File: src/rtl/voice_mixer_seq.sv
// Time-multiplexed voice mixer: snapshots all voices on a request, then runs one
// gain multiply per clock into a wide accumulator, attenuates, and saturates to 16 bits.
module voice_mixer_seq #(
  parameter int NUM_VOICES = 3,
  parameter int GAIN_W     = 8,
  parameter int SHIFT_W    = 3
) (
  input  logic                           clk,
  input  logic                           reset,
  input  logic [16*NUM_VOICES-1:0]       voice_samples,
  input  logic [GAIN_W*NUM_VOICES-1:0]   voice_gain,
  input  logic [NUM_VOICES-1:0]          voice_active,
  input  logic [SHIFT_W-1:0]             master_shift,
  input  logic                           start,
  output logic                           busy,
  output logic signed [15:0]             sample_out,
  output logic                           sample_valid,
  output logic [15:0]                    clip_count,
  input  logic                           clear_clip,
  output logic                           overrun
);

  localparam int CLOG_N = $clog2(NUM_VOICES);
  localparam int ACC_W  = 16 + GAIN_W + CLOG_N + 1;
  localparam int PROD_W = 17 + GAIN_W;
  localparam int IDX_W  = (NUM_VOICES > 1) ? CLOG_N : 1;
  localparam logic [IDX_W-1:0] LAST_IDX = IDX_W'(NUM_VOICES - 1);
  localparam logic signed [ACC_W-1:0] SAT_MAX = ACC_W'(32'sd32767);
  localparam logic signed [ACC_W-1:0] SAT_MIN = ACC_W'(-32'sd32768);

  typedef enum logic [1:0] {IDLE, ACCUM, DONE} state_t;

  state_t                    state_q, state_d;
  logic signed [ACC_W-1:0]   acc_q, acc_d;
  logic [IDX_W-1:0]          idx_q, idx_d;
  logic                      pending_q, pending_d;
  logic signed [15:0]        out_q, out_d;
  logic                      valid_q, valid_d;
  logic                      busy_q, busy_d;
  logic [15:0]               clip_q, clip_d;
  logic                      overrun_q, overrun_d;
  logic                      snap_en_s;

  logic signed [15:0]        samp_q [NUM_VOICES];
  logic [GAIN_W-1:0]         gain_q [NUM_VOICES];
  logic [NUM_VOICES-1:0]     act_q;
  logic [SHIFT_W-1:0]        shift_q;

  logic signed [PROD_W-1:0]  prod_s;
  logic signed [PROD_W-1:0]  prod_sh_s;
  logic signed [ACC_W-1:0]   term_s;
  logic signed [ACC_W-1:0]   res_s;
  logic signed [15:0]        sat_s;
  logic                      clip_s;

  // Gain is unsigned, so it gets a zero sign bit before the signed multiply.
  always_comb begin
    prod_s    = samp_q[idx_q] * $signed({1'b0, gain_q[idx_q]});
    prod_sh_s = prod_s >>> (GAIN_W - 1);
    if (act_q[idx_q]) begin
      term_s = ACC_W'(prod_sh_s);
    end else begin
      term_s = '0;
    end
  end

  always_comb begin
    res_s = acc_q >>> shift_q;
    if (res_s > SAT_MAX) begin
      sat_s  = 16'sh7FFF;
      clip_s = 1'b1;
    end else if (res_s < SAT_MIN) begin
      sat_s  = 16'sh8000;
      clip_s = 1'b1;
    end else begin
      sat_s  = res_s[15:0];
      clip_s = 1'b0;
    end
  end

  always_comb begin
    state_d   = state_q;
    acc_d     = acc_q;
    idx_d     = idx_q;
    pending_d = pending_q;
    out_d     = out_q;
    valid_d   = 1'b0;
    overrun_d = 1'b0;
    snap_en_s = 1'b0;
    clip_d    = clip_q;
    case (state_q)
      IDLE: begin
        if (start) begin
          snap_en_s = 1'b1;
          acc_d     = '0;
          idx_d     = '0;
          state_d   = ACCUM;
        end else begin
          state_d   = IDLE;
        end
      end
      ACCUM: begin
        acc_d = acc_q + term_s;
        if (idx_q == LAST_IDX) begin
          idx_d   = '0;
          state_d = DONE;
        end else begin
          idx_d   = idx_q + IDX_W'(1);
        end
        // Only one request can be queued; a second one while queued is dropped.
        if (start) begin
          if (pending_q) begin
            overrun_d = 1'b1;
          end else begin
            pending_d = 1'b1;
          end
        end else begin
          pending_d = pending_q;
        end
      end
      DONE: begin
        out_d   = sat_s;
        valid_d = 1'b1;
        if (start || pending_q) begin
          snap_en_s = 1'b1;
          pending_d = 1'b0;
          acc_d     = '0;
          idx_d     = '0;
          state_d   = ACCUM;
        end else begin
          state_d   = IDLE;
        end
      end
      default: begin
        state_d = IDLE;
      end
    endcase
    if (clear_clip) begin
      clip_d = 16'h0000;
    end else if ((state_q == DONE) && clip_s && (clip_q != 16'hFFFF)) begin
      clip_d = clip_q + 16'h0001;
    end else begin
      clip_d = clip_q;
    end
    busy_d = (state_d != IDLE);
  end

  always_ff @(posedge clk or posedge reset) begin
    if (reset) begin
      state_q   <= IDLE;
      acc_q     <= '0;
      idx_q     <= '0;
      pending_q <= 1'b0;
      out_q     <= 16'sh0000;
      valid_q   <= 1'b0;
      busy_q    <= 1'b0;
      clip_q    <= 16'h0000;
      overrun_q <= 1'b0;
    end else begin
      state_q   <= state_d;
      acc_q     <= acc_d;
      idx_q     <= idx_d;
      pending_q <= pending_d;
      out_q     <= out_d;
      valid_q   <= valid_d;
      busy_q    <= busy_d;
      clip_q    <= clip_d;
      overrun_q <= overrun_d;
    end
  end

  // Snapshot isolates the running mix from input changes.
  always_ff @(posedge clk or posedge reset) begin
    if (reset) begin
      for (int i = 0; i < NUM_VOICES; i++) begin
        samp_q[i] <= 16'sh0000;
        gain_q[i] <= '0;
      end
      act_q   <= '0;
      shift_q <= '0;
    end else if (snap_en_s) begin
      for (int i = 0; i < NUM_VOICES; i++) begin
        samp_q[i] <= voice_samples[16*i +: 16];
        gain_q[i] <= voice_gain[GAIN_W*i +: GAIN_W];
      end
      act_q   <= voice_active;
      shift_q <= master_shift;
    end else begin
      act_q   <= act_q;
      shift_q <= shift_q;
    end
  end

  assign busy         = busy_q;
  assign sample_out   = out_q;
  assign sample_valid = valid_q;
  assign clip_count   = clip_q;
  assign overrun      = overrun_q;

endmodule

File: config.mk
export PLATFORM = sky130hd
export DESIGN_NAME = voice_mixer_seq
export DESIGN_NICKNAME = d
export VERILOG_FILES = /design/src/rtl/voice_mixer_seq.sv
export SDC_FILE = /design/constraint.sdc
export NUM_CORES = 1
export LEC_CHECK = 0
export CELL_PAD_IN_SITES_DETAIL_PLACEMENT = 0
export CELL_PAD_IN_SITES_GLOBAL_PLACEMENT = 2
export CORE_ASPECT_RATIO = 0.75
export CORE_MARGIN = 2
export CORE_UTILIZATION = 38
export CTS_BUF_LIST = sky130_fd_sc_hd__clkbuf_8
export DETAILED_ROUTE_END_ITERATION = 16
export PLACE_DENSITY = 0.83
export SYNTH_ARGS = -nofsm -noshare
export SYNTH_HDL_FRONTEND = slang
export SYNTH_SLANG_ARGS = --single-unit
File: constraint.sdc
create_clock -name clk -period 9.81 [get_ports clk]
set_clock_uncertainty 0.1 [all_clocks]
set_input_delay 0.981 -clock clk [delete_from_list [all_inputs] [get_ports clk]]
set_output_delay 0.981 -clock clk [all_outputs]
set_load 0.02 [all_outputs]
==> results of run 1 <==
[worst min-delay path by stage]
stage | to | slack [ns] | cells past startpoint
after floorplan | samp_q[16] | 0.37 | 1
after global placement | sample_out[4] | 0.36 | 2
after detailed placement | sample_out[15] | 0.36 | 2
after CTS | sample_out[15] | 0.39 | 2
after global routing | sample_out[15] | 0.42 | 2
final | sample_out[15] | 0.38 | 2
[cell families after synthesis]
group	after synthesis	share of synthesized area
simple gates	380	0.1361
buf+inv	212	0.06597
xor+xnor	39	0.02724
flops	145	0.2894
fa+ha+maj	168	0.2287
mux	147	0.1335
compound gates	233	0.1190
[cell usage in the layout (no fill, tap or decap), types with 22 or more instances in the layout]
| cell type | n |
|---|---|
| a21oi_1 | 58 |
| clkdlybuf4s50_1 | 116 |
| dfrtp_1 | 144 |
| fa_1 | 102 |
| ha_1 | 66 |
| inv_1 | 153 |
| mux2_2 | 92 |
| mux2i_1 | 48 |
| nand2_1 | 134 |
| nor2_1 | 128 |
| nor3_1 | 22 |
| o21ai_0 | 77 |
| xnor2_1 | 22 |
[routing by layer]
layer / GRT usage / vias up / wire length, µm / part of all wire
met5: 0 / - / 0 / 0
met4: 0.03756 / 0 / 252 / 0.0082
met3: 0.02839 / 19 / 1134 / 0.037
met2: 0.2810 / 164 / 12690 / 0.41
met1: 0.2990 / 4732 / 16560 / 0.54
li1: - / 4658 / - / -
[state kept, by name (all words and copies together), names as in the netlist]
name          count
state_q           2
acc_q            27
clip_count       16
act_q             3
idx_q             2
shift_q           3
busy              1
gain_q           24
sample_valid      1
overrun           1
samp_q           48
pending_q         1
sample_out       16
[cell usage after synthesis, drive strengths merged (7+ instances only)]
master / number / share of area
a31oi: 9 / 0.0057
or3: 13 / 0.0065
dfrtp: 145 / 0.29
buf: 10 / 0.0055
nand2: 134 / 0.040
nor2: 129 / 0.039
xor2: 17 / 0.012
xnor2: 22 / 0.015
a21o: 7 / 0.0042
mux2i: 49 / 0.040
mux2: 92 / 0.083
fa: 102 / 0.16
o21ai: 84 / 0.034
or4: 7 / 0.0042
clkbuf: 47 / 0.014
a211oi: 8 / 0.0052
o21a: 18 / 0.011
nand4: 8 / 0.0040
and2: 7 / 0.0035
nor2b: 9 / 0.0045
ha: 66 / 0.066
o22ai: 7 / 0.0035
nand3: 14 / 0.0056
a21oi: 59 / 0.024
nand2b: 12 / 0.0060
inv: 154 / 0.046
nor3: 22 / 0.0088
[layout make-up]
cell class                 count  share of cell area
timing repair buffer         134             0.08895
clock inverter                15             0.01245
clock buffer                  17             0.01606
inverter                     155             0.04027
sequential                   145              0.2491
tap                          442             0.03795
multi-input combinational    967              0.5553
[tightest hold or removal path: stages, from the launching register on]
cell and delay [ns]:
dfrtp_1 0.35, nand2_1 0.05, nand2_1 0.05
[per-stage QoR]
step                        util  std cells
after floorplan                -       1324
after global placement    0.4363       1843
after detailed placement  0.4363       1843
after CTS                 0.4491       1875
after global routing      0.4491       1875
final                     0.4491       1875
==> flow_metrics.py, run 1 <==
metrics = {
    "run_status": {
        "status": "complete, no violations",
    },
    "critical_path": {
        "critical_path_class": "reg2reg",
        "path_buf_inv": 3,
        "end_kind": "flop",
        "path_common_cell": "fa_1",
        "rr_startpoint": "idx_q[0]",
        "reg2reg_to": "acc_q[22]",
        "setup.worst_path.end": "acc_q[22]",
        "worstPathRequired_ns": 10.10,
        "path_max_fanout": 18,
        "cpPeakStageDelay_ns": 0.66,
        "r2r_slack_ns": 0.99,
        "crit_start": "idx_q[0]",
        "r2r_cells": 30,
        "slowest_stage": "nor2b_2",
        "startpoint_type": "flop",
        "critPathTopFamily": "adder cells",
        "crit_arrival_ns": 9.12,
        "path_depth": 30,
    },
    "grt": {
        "grt_start_max_net_pins": 79,
        "grt_pass1_wl_mm": 52.42,
        "grt_antenna_before_repair": 0,
        "grt_pass1_vias": 9916,
        "grt-ovfl-total": 0,
        "gr-usage-all-layers": 0.1918,
    },
    "synthesis": {
        "synthCells": 1324,
        "ys_ff_latch": 145,
        "synth_fp_nets": 1574,
        "yosysSeqAreaShare": 0.2894,
        "ys.flop_type": "dfrtp_1",
        "yosys_warnings": 0,
        "synth.distinct_cells": 71,
        "synth_edf_count": 0,
        "synthArstFlopShare": 1.000,
        "synth_area_mm2": 0.01254,
        "synth.avg_cell_area_um2": 9.469,
    },
    "detailed_routing": {
        "drc": 0,
        "wl_per_cell_um": 16.34,
        "drtIter0Drc": 726,
        "firstDrtPassIters": 5,
        "routed_wl_mm": 30.63,
        "postRouteAntennaNets": 0,
        "vias_per_cell": 5.106,
        "dr_total_vias": 9573,
    },
    "sta": {
        "drv_slew": 0,
        "hold_viol_final": 0,
        "worst_slack_ns": 0.9860,
        "rsz0062_at_grt": "no",
        "period_share": 0.8995,
        "holdWs_ns": 0.3797,
        "final-setup-viol-count": 0,
        "fin_crit_ns": 8.824,
        "max_slew_margin": 0.2929,
        "fmax_ghz": 0.1133,
        "tightest_slew_ns": 1.061,
        "tns_ns": 0,
    },
    "clock_tree": {
        "cts_tree": "done",
        "clk_latency_ns": 0.48,
        "htree_levels": 4,
        "cts.clk_slew.worst_paths_ns": 0.10,
        "cts_resized": 0,
        "numCtsBuffers": 17,
        "cts_root_buffer": "clkbuf_8",
        "clk_path_buf_depth": 2,
        "cts_hold_buf": 0,
        "cts_setup_buffers": 0,
        "clkSinkCount": 145,
    },
    "placed_design": {
        "post-dp-hpwl_mm": 23.77,
        "portBuffers": 116,
        "placed_cell_area_mm2": 0.01416,
        "place.gp.congestion": 0.8375,
        "pre_cts_ws_ns": 1.039,
    },
    "layout": {
        "area_delta_synth_final_pct": 16.24,
        "multiInputGateArea_mm2": 0.008092,
        "n_fill_cell": 3165,
        "nets": 1670,
        "stdcell_area_mm2": 0.01457,
        "antenna_cells": 0,
        "drive_gt1_frac": 0.1172,
        "seqCellArea_mm2": 0.003630,
    },
    "floorplan": {
        "die-height_um": 161.3,
        "dieArea_mm2": 0.03448,
        "initial_core_util": 0.3864,
        "io_pins": 117,
        "core_area_mm2": 0.03245,
        "rows": 57,
        "die_w_um": 213.7,
    },
    "worst_hold_path": {
        "min_from": "sample_out[15]",
        "holdCritPathClass": "reg2reg",
    },
    "flow_run": {
        "drv_cap": 0,
    },
}
Power of run 1 is not shown: default switching activity piles up to over one toggle a cycle in this logic, so the estimate is an artifact.
==> run 2: changes to the inputs <==
--- a/config.mk
+++ b/config.mk
@@ -12,6 +12,7 @@
 export CORE_UTILIZATION = 38
 export CTS_BUF_LIST = sky130_fd_sc_hd__clkbuf_8
 export DETAILED_ROUTE_END_ITERATION = 16
+export GPL_ROUTABILITY_DRIVEN = 0
 export PLACE_DENSITY = 0.83
 export SYNTH_ARGS = -nofsm -noshare
 export SYNTH_HDL_FRONTEND = slang
==> results of run 2 <==
Final layout, timing and power as in run 1 (identical DEF).
Power of run 2 is left out for the same reason.
==> RTL edit, RTL diff (settings of run 2) <==
Re-encode `state_t` (3 states) as one-hot, 3 bits wide.
--- a/src/rtl/voice_mixer_seq.sv
+++ b/src/rtl/voice_mixer_seq.sv
@@ -28,7 +28,7 @@
   localparam logic signed [ACC_W-1:0] SAT_MAX = ACC_W'(32'sd32767);
   localparam logic signed [ACC_W-1:0] SAT_MIN = ACC_W'(-32'sd32768);
 
-  typedef enum logic [1:0] {IDLE, ACCUM, DONE} state_t;
+  typedef enum logic [2:0] {IDLE = 3'b001, ACCUM = 3'b010, DONE = 3'b100} state_t;
 
   state_t                    state_q, state_d;
   logic signed [ACC_W-1:0]   acc_q, acc_d;
Function: same outputs for any inputs over 4 cycles, from zero or initial values and one cycle with reset high; so few cycles prove little.
==> RTL edit against run 2 <==
Worst hold slack improved by 0.0092 ns. Sequential share of layout area hardly changed. Setup slack got worse by 0.0048 ns. Final cell count grew 1.5%. Non-clock buffer count fell by 2. Routed wire length is 2.7% higher. Area after synthesis grew 1.7%. Die area increased by 1.7%. Via count is 0.40% lower. Sequential cell count is 1 higher. Design area rose by 0.68%. Critical path type unchanged. Largest cell class unchanged. Highest routed layer unchanged.
Power is not shown: default switching activity piles up to over one toggle a cycle in this logic, so the estimate is an artifact.
==> RTL edit: results (changes against run 2) <==
synthesis:
  synth_adder_area_share: 0.225  # -0.00390
  yosys_most_used_dff: "dfrtp_1"
  synth_nets: 1606  # +2.0%
  synth_warnings: 0  # unchanged
  yosys-top-cells-area: "dfrtp_1 28%, fa_1 16%, mux2_2 7.6%"
  yosysUniqueCellTypes: 74  # +4.2%
  synth_xor_area_frac: 0.0316  # +0.00434
  synthArstFlopShare: 1.00  # unchanged
  synthMuxAreaShare: 0.126  # -0.00709
  ys_top_cells_by_count: "157 x nand2_1, 151 x inv_1, 145 x dfrtp_1"
  synth_compound_area_frac: 0.118  # -0.000951
  synth-seq-area-share: 0.287  # -0.00288
hold_path:
  holdPathEnd: "sample_out[14]"
  hold_path_depth: 2  # unchanged
  hp-class: "reg2reg"
  hp-start: "sample_out[14]"
route:
  dr.pass1.iters: 7  # +2
  routed_wl_um: 31400  # +2.7%
  drt-initial-drc-count: 552  # -24%
  via_per_inst: 5.01  # -1.9%
critical_path:
  r2r-start: "idx_q[0]"
  regToRegEndpoint: "acc_q[18]"
  path_max_fanout: 14  # -4
  r2r_slack_ns: 0.98
  arrival_ns: 9.07  # -0.05 ns
  crit_path_top_delay_cell: "dfrtp_1"
  cpPeakStageDelay_ns: 0.60  # -0.06 ns
  worstRegToRegCells: 33  # +10%
  startpoint_type: "register"
final_layout:
  nets: 1690  # +1.2%
  fillers: 3280  # +3.6%
  layout-drive-gt1-share: 0.116  # -0.000925
  diodes: 0  # unchanged
  multi_input_area_mm2: 0.00822  # +1.5%
  reg_top3: "samp_q (48), acc_q (27), gain_q (24)"
place:
  port-buffer-count: 116  # unchanged
  placed_area_mm2: 0.0143  # +0.94%
  dpl.hpwl_um: 24800  # +4.1%
cts:
  cts.clk_slew.worst_paths_ns: 0.08  # -0.02 ns
  h-tree-depth: 4  # unchanged
  clk_latency_ns: 0.48  # about the same
  post_cts_buffers: 0  # unchanged
  numCtsBuffers: 17  # unchanged
  postCtsResizedCells: 0  # unchanged
  cts_root_buffer: "clkbuf_8"
  clk_path_buf_depth: 2  # unchanged
grt:
  antenna_found_initial: 0  # unchanged
  grt_pass1_vias: 9459  # -4.6%
  grt.total_usage: 0.186  # -0.00568
  grt_max_degree: 93  # +18%
  grt_pass1_wl_um: 51900  # -0.96%
  overflow: 0  # unchanged
timing:
  whs_ns: 0.389  # +0.00919 ns
  worst_slew_pin_slew_ns: 0.932  # -0.129 ns
run_status:
  outcome: "complete, no violations"
[RTL edit: metrics by stage]
stage               setup WS (ns)  std cells
floorplan                    1.36       1356
global placement             1.23       1871
detailed placement           1.03       1871
CTS                         0.983       1903
global route                0.410       1903
finish                      0.981       1903
[RTL edit: logic make-up (layout without fill, tap and decap cells)]
logic type                 after synthesis  after routing
xor gates and xnor gates                46             46
buffers and inverters                  219            316
adders and majority gates              168            168
muxes                                  142            142
and+or+nand+nor                        404            404
DFF                                    146            146
AOI/OAI and AO/OA                      231            231
[RTL edit: layout make-up]
type,count,share of cell area
tap,450,0.0384
clock buffer,17,0.0159
timing repair buffer,132,0.0873
sequential,146,0.249
multi-input combinational,991,0.560
clock inverter,15,0.0101
inverter,152,0.0392
[RTL edit: worst max-delay path by stage]
| stage | cells after the start | to | slack (ns) |
|---|---|---|---|
| CTS | 33 | acc_q[18] | 0.98 |
| finish | 33 | acc_q[18] | 0.98 |
| floorplan | 35 | acc_q[18] | 1.36 |
| global route | 33 | acc_q[22] | 0.41 |
| global placement | 33 | acc_q[18] | 1.23 |
| detailed placement | 33 | acc_q[18] | 1.03 |
[RTL edit: worst max-delay path, delay by kind of cell (launching register included)]
kind | cells | cell delay [ns]
buffers and inverters | 4 | 0.49
xor gates and xnor gates | 2 | 0.34
muxes | 2 | 0.43
adders and majority gates | 6 | 2.74
AOI/OAI and AO/OA | 14 | 3.25
DFF | 1 | 0.60
and+or+nand+nor | 5 | 0.73
[RTL edit: layer usage]
| layer | share of wire | track usage |
|---|---|---|
| met1 | 0.56 | 0.303 |
| met2 | 0.39 | 0.252 |
| met3 | 0.045 | 0.0331 |
| met4 | 0.0083 | 0.0382 |
| met5 | 0 | 0 |
